File: src/rtl/riscv_pkg.sv
// rtl/riscv_pkg.sv - shared state, ALU, immediate and opcode encodings for the multicycle controller
// Purpose: single source of truth for the encodings used by the controller and its ALU decoder.
// Ports: none (package).
package riscv_pkg;

    typedef enum logic [3:0] {
        S_FETCH    = 4'd0,
        S_DECODE   = 4'd1,
        S_MEMADR   = 4'd2,
        S_MEMREAD  = 4'd3,
        S_MEMWB    = 4'd4,
        S_MEMWRITE = 4'd5,
        S_EXEC_R   = 4'd6,
        S_EXEC_I   = 4'd7,
        S_ALUWB    = 4'd8,
        S_BRANCH   = 4'd9,
        S_JAL      = 4'd10,
        S_JAL_PC   = 4'd11,
        S_JALR     = 4'd12,
        S_JALR_PC  = 4'd13,
        S_UPPER    = 4'd14
    } state_t;

    localparam logic [3:0] ALU_ADD   = 4'd0;
    localparam logic [3:0] ALU_SUB   = 4'd1;
    localparam logic [3:0] ALU_AND   = 4'd2;
    localparam logic [3:0] ALU_OR    = 4'd3;
    localparam logic [3:0] ALU_XOR   = 4'd4;
    localparam logic [3:0] ALU_SLT   = 4'd5;
    localparam logic [3:0] ALU_SLTU  = 4'd6;
    localparam logic [3:0] ALU_SLL   = 4'd7;
    localparam logic [3:0] ALU_SRL   = 4'd8;
    localparam logic [3:0] ALU_SRA   = 4'd9;
    localparam logic [3:0] ALU_PASSB = 4'd10;

    localparam logic [2:0] IMM_I = 3'd0;
    localparam logic [2:0] IMM_S = 3'd1;
    localparam logic [2:0] IMM_B = 3'd2;
    localparam logic [2:0] IMM_J = 3'd3;
    localparam logic [2:0] IMM_U = 3'd4;

    localparam logic [6:0] OP_LOAD   = 7'b0000011;
    localparam logic [6:0] OP_STORE  = 7'b0100011;
    localparam logic [6:0] OP_R      = 7'b0110011;
    localparam logic [6:0] OP_I      = 7'b0010011;
    localparam logic [6:0] OP_BRANCH = 7'b1100011;
    localparam logic [6:0] OP_JAL    = 7'b1101111;
    localparam logic [6:0] OP_JALR   = 7'b1100111;
    localparam logic [6:0] OP_LUI    = 7'b0110111;
    localparam logic [6:0] OP_AUIPC  = 7'b0010111;

endpackage

File: src/rtl/alu_op_decoder.sv
// rtl/alu_op_decoder.sv - combinational funct3/funct7b5 to ALUControl decode
// Purpose: map the arithmetic fields of R- and I-type instructions onto ALU codes.
// Ports: i_funct3 (Instr[14:12]), i_funct7b5 (Instr[30]), i_op5 (1 = R-type),
//        o_alu_control (ALU code from riscv_pkg).
module alu_op_decoder
    import riscv_pkg::*;
(
    input  logic [2:0] i_funct3,
    input  logic       i_funct7b5,
    input  logic       i_op5,
    output logic [3:0] o_alu_control
);

    always_comb begin
        o_alu_control = ALU_ADD;
        case (i_funct3)
            // Instr[30] is part of the immediate for addi, so only R-type may subtract.
            3'b000:  o_alu_control = (i_op5 && i_funct7b5) ? ALU_SUB : ALU_ADD;
            3'b001:  o_alu_control = ALU_SLL;
            3'b010:  o_alu_control = ALU_SLT;
            3'b011:  o_alu_control = ALU_SLTU;
            3'b100:  o_alu_control = ALU_XOR;
            // srai keeps Instr[30] as the shift-type bit, so both formats honour it.
            3'b101:  o_alu_control = i_funct7b5 ? ALU_SRA : ALU_SRL;
            3'b110:  o_alu_control = ALU_OR;
            default: o_alu_control = ALU_AND;
        endcase
    end

endmodule

File: src/rtl/multicycle_controller.sv
// rtl/multicycle_controller.sv - multicycle RV32I control FSM with memory ready handshake and wait timeout
// Purpose: sequence a shared-memory multicycle datapath, one instruction per 3-5+ cycles.
// Ports: clk, reset (sync, active high); op/funct3/funct7b5 from the instruction register;
//        flags {V,C,N,Z} from the ALU; mem_ready handshake. Outputs are the datapath enables
//        and selects, illegal_op / trap_timeout one-cycle pulses, and state_dbg.
module multicycle_controller
    import riscv_pkg::*;
#(
    parameter logic [3:0] RESET_STATE    = 4'd0,
    parameter int         TIMEOUT_CYCLES = 255
) (
    input  logic       clk,
    input  logic       reset,
    input  logic [6:0] op,
    input  logic [2:0] funct3,
    input  logic       funct7b5,
    input  logic [3:0] flags,
    input  logic       mem_ready,
    output logic       mem_req,
    output logic       PCWrite,
    output logic       AdrSrc,
    output logic       MemWrite,
    output logic       IRWrite,
    output logic [1:0] ResultSrc,
    output logic [1:0] ALUSrcA,
    output logic [1:0] ALUSrcB,
    output logic [2:0] ImmSrc,
    output logic [3:0] ALUControl,
    output logic       RegWrite,
    output logic       illegal_op,
    output logic       trap_timeout,
    output logic [3:0] state_dbg
);

    localparam int CW = $clog2(TIMEOUT_CYCLES + 1);

    state_t          r_state;
    state_t          w_next;
    logic [CW-1:0]   r_wait_cnt;
    logic            w_mem_state;
    logic            w_timeout;
    logic            w_waiting;
    logic            w_br_taken;
    logic            w_br_bad;
    logic [3:0]      w_dec_alu;

    alu_op_decoder u_alu_dec (
        .i_funct3      (funct3),
        .i_funct7b5    (funct7b5),
        .i_op5         (op[5]),
        .o_alu_control (w_dec_alu)
    );

    // A timeout wins over a same-cycle mem_ready so the abandoned access never writes.
    assign w_mem_state = (r_state == S_FETCH) || (r_state == S_MEMREAD) || (r_state == S_MEMWRITE);
    assign w_timeout   = w_mem_state && (r_wait_cnt == CW'(TIMEOUT_CYCLES));
    assign w_waiting   = w_mem_state && !mem_ready && !w_timeout;
    assign state_dbg   = r_state;

    always_ff @(posedge clk) begin
        if (reset) begin
            r_state    <= state_t'(RESET_STATE);
            r_wait_cnt <= '0;
        end else begin
            r_state    <= w_next;
            // Memory states are only held while waiting, so "not waiting" means leaving.
            r_wait_cnt <= w_waiting ? r_wait_cnt + CW'(1) : '0;
        end
    end

    // flags: [0]=Z, [1]=N, [2]=C (1 = no borrow), [3]=V
    always_comb begin
        w_br_taken = 1'b0;
        w_br_bad   = 1'b0;
        case (funct3)
            3'b000:  w_br_taken = flags[0];
            3'b001:  w_br_taken = !flags[0];
            3'b100:  w_br_taken = flags[1] ^ flags[3];
            3'b101:  w_br_taken = !(flags[1] ^ flags[3]);
            3'b110:  w_br_taken = !flags[2];
            3'b111:  w_br_taken = flags[2];
            default: w_br_bad   = 1'b1;
        endcase
    end

    always_comb begin
        w_next       = r_state;
        mem_req      = 1'b0;
        PCWrite      = 1'b0;
        AdrSrc       = 1'b0;
        MemWrite     = 1'b0;
        IRWrite      = 1'b0;
        ResultSrc    = 2'b00;
        ALUSrcA      = 2'b00;
        ALUSrcB      = 2'b00;
        ImmSrc       = IMM_I;
        ALUControl   = ALU_ADD;
        RegWrite     = 1'b0;
        illegal_op   = 1'b0;
        trap_timeout = 1'b0;

        case (r_state)
            S_FETCH: begin
                mem_req   = 1'b1;
                ALUSrcB   = 2'b10;
                ResultSrc = 2'b10;
                if (w_timeout) begin
                    trap_timeout = 1'b1;
                end else if (mem_ready) begin
                    IRWrite = 1'b1;
                    PCWrite = 1'b1;
                    w_next  = S_DECODE;
                end
            end
            S_DECODE: begin
                // Branch target is precomputed here into ALUOut.
                ALUSrcA = 2'b01;
                ALUSrcB = 2'b01;
                ImmSrc  = IMM_B;
                case (op)
                    OP_LOAD, OP_STORE: w_next = S_MEMADR;
                    OP_R:              w_next = S_EXEC_R;
                    OP_I:              w_next = S_EXEC_I;
                    OP_BRANCH:         w_next = S_BRANCH;
                    OP_JAL:            w_next = S_JAL;
                    OP_JALR:           w_next = S_JALR;
                    OP_LUI, OP_AUIPC:  w_next = S_UPPER;
                    default: begin
                        illegal_op = 1'b1;
                        w_next     = S_FETCH;
                    end
                endcase
            end
            S_MEMADR: begin
                ALUSrcA = 2'b10;
                ALUSrcB = 2'b01;
                ImmSrc  = op[5] ? IMM_S : IMM_I;
                w_next  = op[5] ? S_MEMWRITE : S_MEMREAD;
            end
            S_MEMREAD: begin
                mem_req = 1'b1;
                AdrSrc  = 1'b1;
                if (w_timeout) begin
                    trap_timeout = 1'b1;
                    w_next       = S_FETCH;
                end else if (mem_ready) begin
                    w_next = S_MEMWB;
                end
            end
            S_MEMWB: begin
                ResultSrc = 2'b01;
                RegWrite  = 1'b1;
                w_next    = S_FETCH;
            end
            S_MEMWRITE: begin
                mem_req = 1'b1;
                AdrSrc  = 1'b1;
                if (w_timeout) begin
                    trap_timeout = 1'b1;
                    w_next       = S_FETCH;
                end else if (mem_ready) begin
                    MemWrite = 1'b1;
                    w_next   = S_FETCH;
                end
            end
            S_EXEC_R: begin
                ALUSrcA    = 2'b10;
                ALUSrcB    = 2'b00;
                ALUControl = w_dec_alu;
                w_next     = S_ALUWB;
            end
            S_EXEC_I: begin
                ALUSrcA    = 2'b10;
                ALUSrcB    = 2'b01;
                ImmSrc     = IMM_I;
                ALUControl = w_dec_alu;
                w_next     = S_ALUWB;
            end
            S_ALUWB: begin
                ResultSrc = 2'b00;
                RegWrite  = 1'b1;
                w_next    = S_FETCH;
            end
            S_BRANCH: begin
                ALUSrcA    = 2'b10;
                ALUSrcB    = 2'b00;
                ALUControl = ALU_SUB;
                PCWrite    = w_br_taken;
                illegal_op = w_br_bad;
                w_next     = S_FETCH;
            end
            S_JAL, S_JALR: begin
                // Link value OldPC+4 lands in ALUOut for the next cycle.
                ALUSrcA = 2'b01;
                ALUSrcB = 2'b10;
                w_next  = (r_state == S_JAL) ? S_JAL_PC : S_JALR_PC;
            end
            S_JAL_PC, S_JALR_PC: begin
                // ResultSrc feeds the register file with the link from ALUOut; the PC
                // takes the fresh target from ALUResult over its own path.
                ALUSrcA   = (r_state == S_JAL_PC) ? 2'b01 : 2'b10;
                ALUSrcB   = 2'b01;
                ImmSrc    = (r_state == S_JAL_PC) ? IMM_J : IMM_I;
                ResultSrc = 2'b00;
                RegWrite  = 1'b1;
                PCWrite   = 1'b1;
                w_next    = S_FETCH;
            end
            S_UPPER: begin
                ALUSrcB = 2'b01;
                ImmSrc  = IMM_U;
                if (op[5]) begin
                    ALUControl = ALU_PASSB;
                end else begin
                    ALUSrcA    = 2'b01;
                    ALUControl = ALU_ADD;
                end
                w_next = S_ALUWB;
            end
            default: w_next = S_FETCH;
        endcase

        // Reset abandons the instruction: nothing is committed in the reset cycle.
        if (reset) begin
            PCWrite      = 1'b0;
            IRWrite      = 1'b0;
            MemWrite     = 1'b0;
            RegWrite     = 1'b0;
            illegal_op   = 1'b0;
            trap_timeout = 1'b0;
        end
    end

endmodule

File: config.mk
export PLATFORM = sky130hd
export DESIGN_NAME = multicycle_controller
export DESIGN_NICKNAME = d
export VERILOG_FILES = /design/src/rtl/riscv_pkg.sv /design/src/rtl/alu_op_decoder.sv /design/src/rtl/multicycle_controller.sv
export SDC_FILE = /design/constraint.sdc
export NUM_CORES = 1
export LEC_CHECK = 0
export ABC_CLOCK_PERIOD_IN_PS = 2600
export BUFFER_PORTS_ARGS = -buffer_cell sky130_fd_sc_hd__buf_2
export CAP_MARGIN = 30
export CORE_MARGIN = 2
export CORE_UTILIZATION = 54
export CTS_BUF_LIST = sky130_fd_sc_hd__clkbuf_16
export CTS_CLUSTER_SIZE = 25
export DETAILED_ROUTE_END_ITERATION = 16
export HOLD_SLACK_MARGIN = 0.1
export PLACE_DENSITY_LB_ADDON = 0.2
export SYNTH_ARGS = -nofsm -noshare
export SYNTH_HDL_FRONTEND = slang
export SYNTH_HIERARCHICAL = 1
export SYNTH_SLANG_ARGS = --single-unit
File: constraint.sdc
create_clock -name clk -period 2.6 [get_ports clk]
set_input_delay 0.13 -clock clk [delete_from_list [all_inputs] [get_ports clk]]
set_output_delay 0.13 -clock clk [all_outputs]
set_load 0.03 [all_outputs]
After elaboration in Yosys (flattened, before gate mapping)
Cells that the tools add are included.
W data, S select, Z words.

storage, ports and cells
  register bits = 12
  output and inout bits = 25
  logic and storage cells = 113

cells by class
  add/subtract/negate cells = 1
  equality and inequality tests = 35
  muxes and demuxes = 43
  bitwise operators = 2
  reductions and logical operators = 30

operators with widths
  kind                   count
  $pmux W4 S7            3
  $eq A4 B4 Y1 const B   7
  $mux W4                7
  $eq A7 B6 Y1 const B   3
  $eq A7 B7 Y1 const B   3
  $mux W1                21
  $eq A4 B3 Y1 const B   4
  $eq A7 B5 Y1 const B   2
  $reduce_or A2 Y1       7
  $eq A3 B3 Y1 const B   4
  $pmux W3 S4            1
  $pmux W4 S3            1
  $reduce_or A3 Y1       4
  $reduce_or A6 Y1       2
  $reduce_or A9 Y1       1
  $add A8 B1 Y8 const B  1
  $eq A4 B2 Y1 const B   2
  $eq A8 B8 Y1 const B   1
  $pmux W2 S2            2
  $pmux W2 S4            1
  $reduce_or A4 Y1       2
  $eq A7 B2 Y1 const B   1
  $eq A3 B2 Y1 const B   2
  $mux W3                2
  16 further kinds       27

Logic depth before layout (Yosys ltp)
  depth in word-level cells = 8
  gate-level depth with buffers = 6

Modules after synthesis
Netlist, hierarchy kept.

by module, submodules not included
  module                 instances  cells each  area an instance (µm²)  sequential area each (µm²)
  multicycle_controller  1          159         1167.4                  240.2
  alu_op_decoder         1          10          75.1                    0.0

Worst setup path before layout
Ideal clock, no wire load.

  path kind = reg2out
  start = reg r_state[0], in the netlist state_dbg[0]
  end = out trap_timeout
  arrival = 1.923 ns
  data required time = 2.470 ns
  path slack = 0.547 ns
  stages on the path, launching flop included = 5
  path buffers = 1
  path through = dfxtp_1 -> buf_6 -> and2b_1 -> mux2i_4 -> nor4_1

between the ends
  cells in the longest elaborated chain, start to end = 7

ends and longest elaborated chain
  item                                              RTL line                                                                                  source
  start: declaration                                multicycle_controller.sv:37                                                               state_t r_state;
  start signal: assignment                          multicycle_controller.sv:62                                                               r_state <= state_t'(RESET_STATE);
  start signal: assignment                          multicycle_controller.sv:65                                                               r_state <= w_next;
  $eq A4 B2 Y1 or $logic_not A4 Y1 (tied branches)  multicycle_controller.sv:55, multicycle_controller.sv:102
  $logic_or A1 B1 Y1 (2 in a row)                   multicycle_controller.sv:55                                                               assign w_mem_state = (r_state == S_FETCH) || (r_state == S_MEMREAD) || (r_state == S_MEMWRITE);
  $logic_and A1 B1 Y1                               multicycle_controller.sv:56                                                               assign w_timeout = w_mem_state && (r_wait_cnt == CW'(TIMEOUT_CYCLES));
  $mux W1                                           multicycle_controller.sv:107, multicycle_controller.sv:143, multicycle_controller.sv:158
  $mux W1 *                                         --
  $mux W1 *                                         multicycle_controller.sv:224                                                              if (reset) begin
  end: declaration                                  multicycle_controller.sv:31                                                               output logic trap_timeout,

Mark *: on every way between the ends. The rest lies on a longest branch, timed or not.

Final worst setup path
  start = reg r_state[2], in the netlist state_dbg[2]
  end = out MemWrite

between the ends
  cells in the longest elaborated chain, start to end = 7

ends and longest elaborated chain
  item                                              RTL line                      source
  $eq A4 B2 Y1 or $logic_not A4 Y1 (tied branches)  multicycle_controller.sv:55
  $logic_or A1 B1 Y1 (2 in a row)                   multicycle_controller.sv:55
  $logic_and A1 B1 Y1                               multicycle_controller.sv:56
  $mux W1                                           --
  $mux W1 *                                         multicycle_controller.sv:102  case (r_state)
  $mux W1 *                                         multicycle_controller.sv:224
  end: declaration                                  multicycle_controller.sv:22   output logic MemWrite,

Marks and branches as above.

==> results.txt <==
The flow ran to the end, and the final reports show no timing, DRC or antenna violations. The count of state elements after synthesis came out at 12. The area occupied by multi-input gates is 920.9 sq um. After routing the design area is 1534 sq um. The area share of the largest cell type after synthesis is 19.34%. The area of the mapped netlist is 1242 sq um. Once routing completed, OpenROAD measured the worst setup slack at 0.3955 ns. The post-synth net total came out at 188. Setup repair after global routing left no endpoint under its margin. At the pin with the least slew margin, the transition time is 0.7720 ns. The width of the die came out at 51.97 um.

The source-to-sink clock delay at the later pin of the worst-skew pair is 0.24 ns. The portion of the clock cycle consumed by the worst path in the final layout came out at 84.79%. The count of antenna diodes in the layout came out at 0. The buffer levels on the longest clock path is 2. The number of pins exceeding their max-slew limit in the final report came out at 0. Clock skew on the completed layout was measured at 0.004322 ns. After clock tree synthesis, the repair step resized 0 gates. At the end of the flow, the number of nets in the layout was 229.

The startpoint kind of the worst setup timing path is a flip-flop. The commonest cells after synthesis are nor2_1, a21oi_1, dfxtp_1, xnor2_1, nand2_1. Dividing the detail-routed via count by the number of cells gives 5.708. The die is 51.97 um tall.

The pre-CTS setup slack is 0.6601 ns. The count of distinct cell types in the synthesized netlist is 53. The wire-length estimate of the detail-placed layout is 2.416 mm. The number of global-route vias before repair was 1261.

The shortest clock period the worst path allows after layout is 2.204 ns. The DRC violation total after the first TritonRoute iteration is 57. The average wire length per cell after detail routing is 13.62 um.

The routed layout has 1347 vias. The worst hold margin came out at 0.1963 ns. The clock transition at the registers of the reported paths is 0.04 ns. The ratio of cells with drive above 1 in the final layout came out at 29.33%. The total global routing track utilization came out at 25.86%.

The detailed-route wire length came out at 3.214 mm. In this run the remaining antenna-violating nets after routing total 0. The post-detailed-route DRC marker count is 0.

After floorplanning, the core was sized to cover 2191 sq um. The count of buffers inserted at the top-level ports came out at 42. At the end of routability-driven placement, the weighted congestion stood at 0.9364.

The sum of negative setup slack came out at 0 ns. The quantity of hold-fixing buffers added after cts is 0. Counting the fill cells in the layout gives 181. The hold violation total from the final report came out at 0. The count of yosys warnings during synthesis came out at 6. The total iterations of the first detailed-routing run came out at 4. For this design the static power due to leakage is 0.6856 nW. The synthesized design spends more area on one cell type than any other, namely dfxtp_1.

The achievable frequency came out at 453.6 MHz. In this run the worst path has a maximum fanout of 9. The min-delay analysis places its worst path in the category input port to flip-flop. The number of placement rows is 17. The number of flops mapped to enable cells by yosys came out at 0. The number of setup buffers added after CTS is 0. The relative max-transition margin came out at 48.46%. In this run the clock root is driven by a clkbuf_16. The first-pass GRT wire length came out at 5.368 mm. The number of ports placed on the die boundary came out at 43. The sum of overflow across all layers after global routing is 0. The H-tree level count is 1. The number of violations of the max-capacitance limit came out at 0. The number of buffers added by the clock tree synthesis step came out at 3. The initial antenna violation count came out at 0.

The storage element area came out at 240.2 sq um. Ranked by total cell area, the synthesized netlist is headed by dfxtp_1, xnor2_1, nor2_1, a21oi_1, nand2b_1. The final total power came out at 737.5 uW.

TritonCTS built the clock tree. The highest ir drop seen on vdd came out at 0.5361 mV. Setup violations remaining at the end of the flow were counted as 0.

The most common cell in the synthesized netlist is nor2_1. For this design the ratio of total power to cell area is 480.8 nW/um^2. Counting every sink on the clock net gives 12. The area overhead of the layout relative to synthesis came out at 23.46%. Entering global routing, the biggest net connects 25 pins. The part of the Yosys area used for sequential elements came out at 19.34%.

The post-synthesis cell count came out at 169. The critical path is of the flip-flop to output port type. For the worst setup path, the data arrival time is 2.07 ns. The fraction of registers with async set or reset after synthesis came out at 0%.

STA classifies the critical path endpoint as an output port. After synthesis, the mean cell area works out to 7.352 sq um. The overall die area came out at 2700 sq um.

Data on the critical path is required at its endpoint by 2.47 ns. The main flop type after synthesis is dfxtp_1. The cell area reported after detailed placement came out at 1459 sq um. For this configuration, the core starts out at a cell density of 56.71%.
## placed cells by master (no fill, tap or decap), drive strengths merged, types with 2 or more instances in the layout
cell | Yosys | routed
and2b | 2 | 2
nor2 | 25 | 25
and3 | 6 | 6
dfxtp | 12 | 12
o21ai | 4 | 4
inv | 8 | 8
nand2 | 10 | 10
clkbuf | 4 | 3
nor2b | 4 | 4
xnor2 | 12 | 12
nand2b | 10 | 10
nor4 | 2 | 2
xor2 | 2 | 2
a21oi | 17 | 17
nand3b | 3 | 3
buf | 5 | 45
nand4 | 3 | 3
mux2 | 2 | 2
o22ai | 3 | 3
nor3 | 2 | 2
nand3 | 8 | 8
o31ai | 2 | 2
a2111o | 2 | 2
o21bai | 2 | 2
## layout make-up
| cell class | instances | share of cell area (%) |
|---|---|---|
| multi-input cells | 140 | 60.03 |
| flip-flops and latches | 12 | 15.66 |
| repair buffers | 45 | 15.17 |
| well taps | 28 | 2.284 |
| clock buffers | 3 | 4.894 |
| inverters | 8 | 1.958 |
## path summary, 6_finish.rpt
kind,startpoint,end,slack (ns),depth (start not counted)
worst max register to register,state_dbg[3],state_dbg[0],0.62,4
worst min-delay path,reset,state_dbg[1],0.20,2
worst min register to register,r_wait_cnt[0],r_wait_cnt[0],0.45,1
worst max-delay path,state_dbg[2],MemWrite,0.40,6
## power by group
part	switching, mW	internal (mW)
Combinational	0.163	0.0978
Sequential	0.0171	0.191
Clock	0.0691	0.199
## worst max-delay path, stage by stage (launching register included)
cell	delay [ns]
dfxtp_1	0.54
and2b_1	0.27
mux2i_4	0.17
nor2_2	0.09
a2111o_1	0.43
nor2_1	0.12
buf_2	0.21
## cell families (layout without fill, tap and decap cells)
group,after synthesis,in the layout,share of synthesized area (%)
and+or+nand+nor,81,81,36.86
AOI/OAI and AO/OA,41,41,22.16
buffers and inverters,17,56,6.545
xor gates and xnor gates,14,14,10.47
DFF,12,12,19.34
muxes,3,3,3.625
adders and majority gates,1,1,1.007
## flip-flops by register name, summed over array words and instances, names as in the netlist
name        cells
r_wait_cnt      8
state_dbg       4
## per-layer routing
layer  GRT usage (%)  up-vias  routed length [um]
met3           4.310        4                 218
met1           33.86      609                1417
li1                -      674                   -
met5               0        -                   0
met2           43.46       60                1546
met4           7.018        0                  31
## per-stage QoR
stage / utilization (%) / std cells
after detailed placement: 66.59 / 233
final: 70.02 / 236
after floorplan: - / 169
after global routing: 70.02 / 236
after global placement: 66.59 / 233
after CTS: 70.02 / 236
Power figures use the tool's default switching activity.
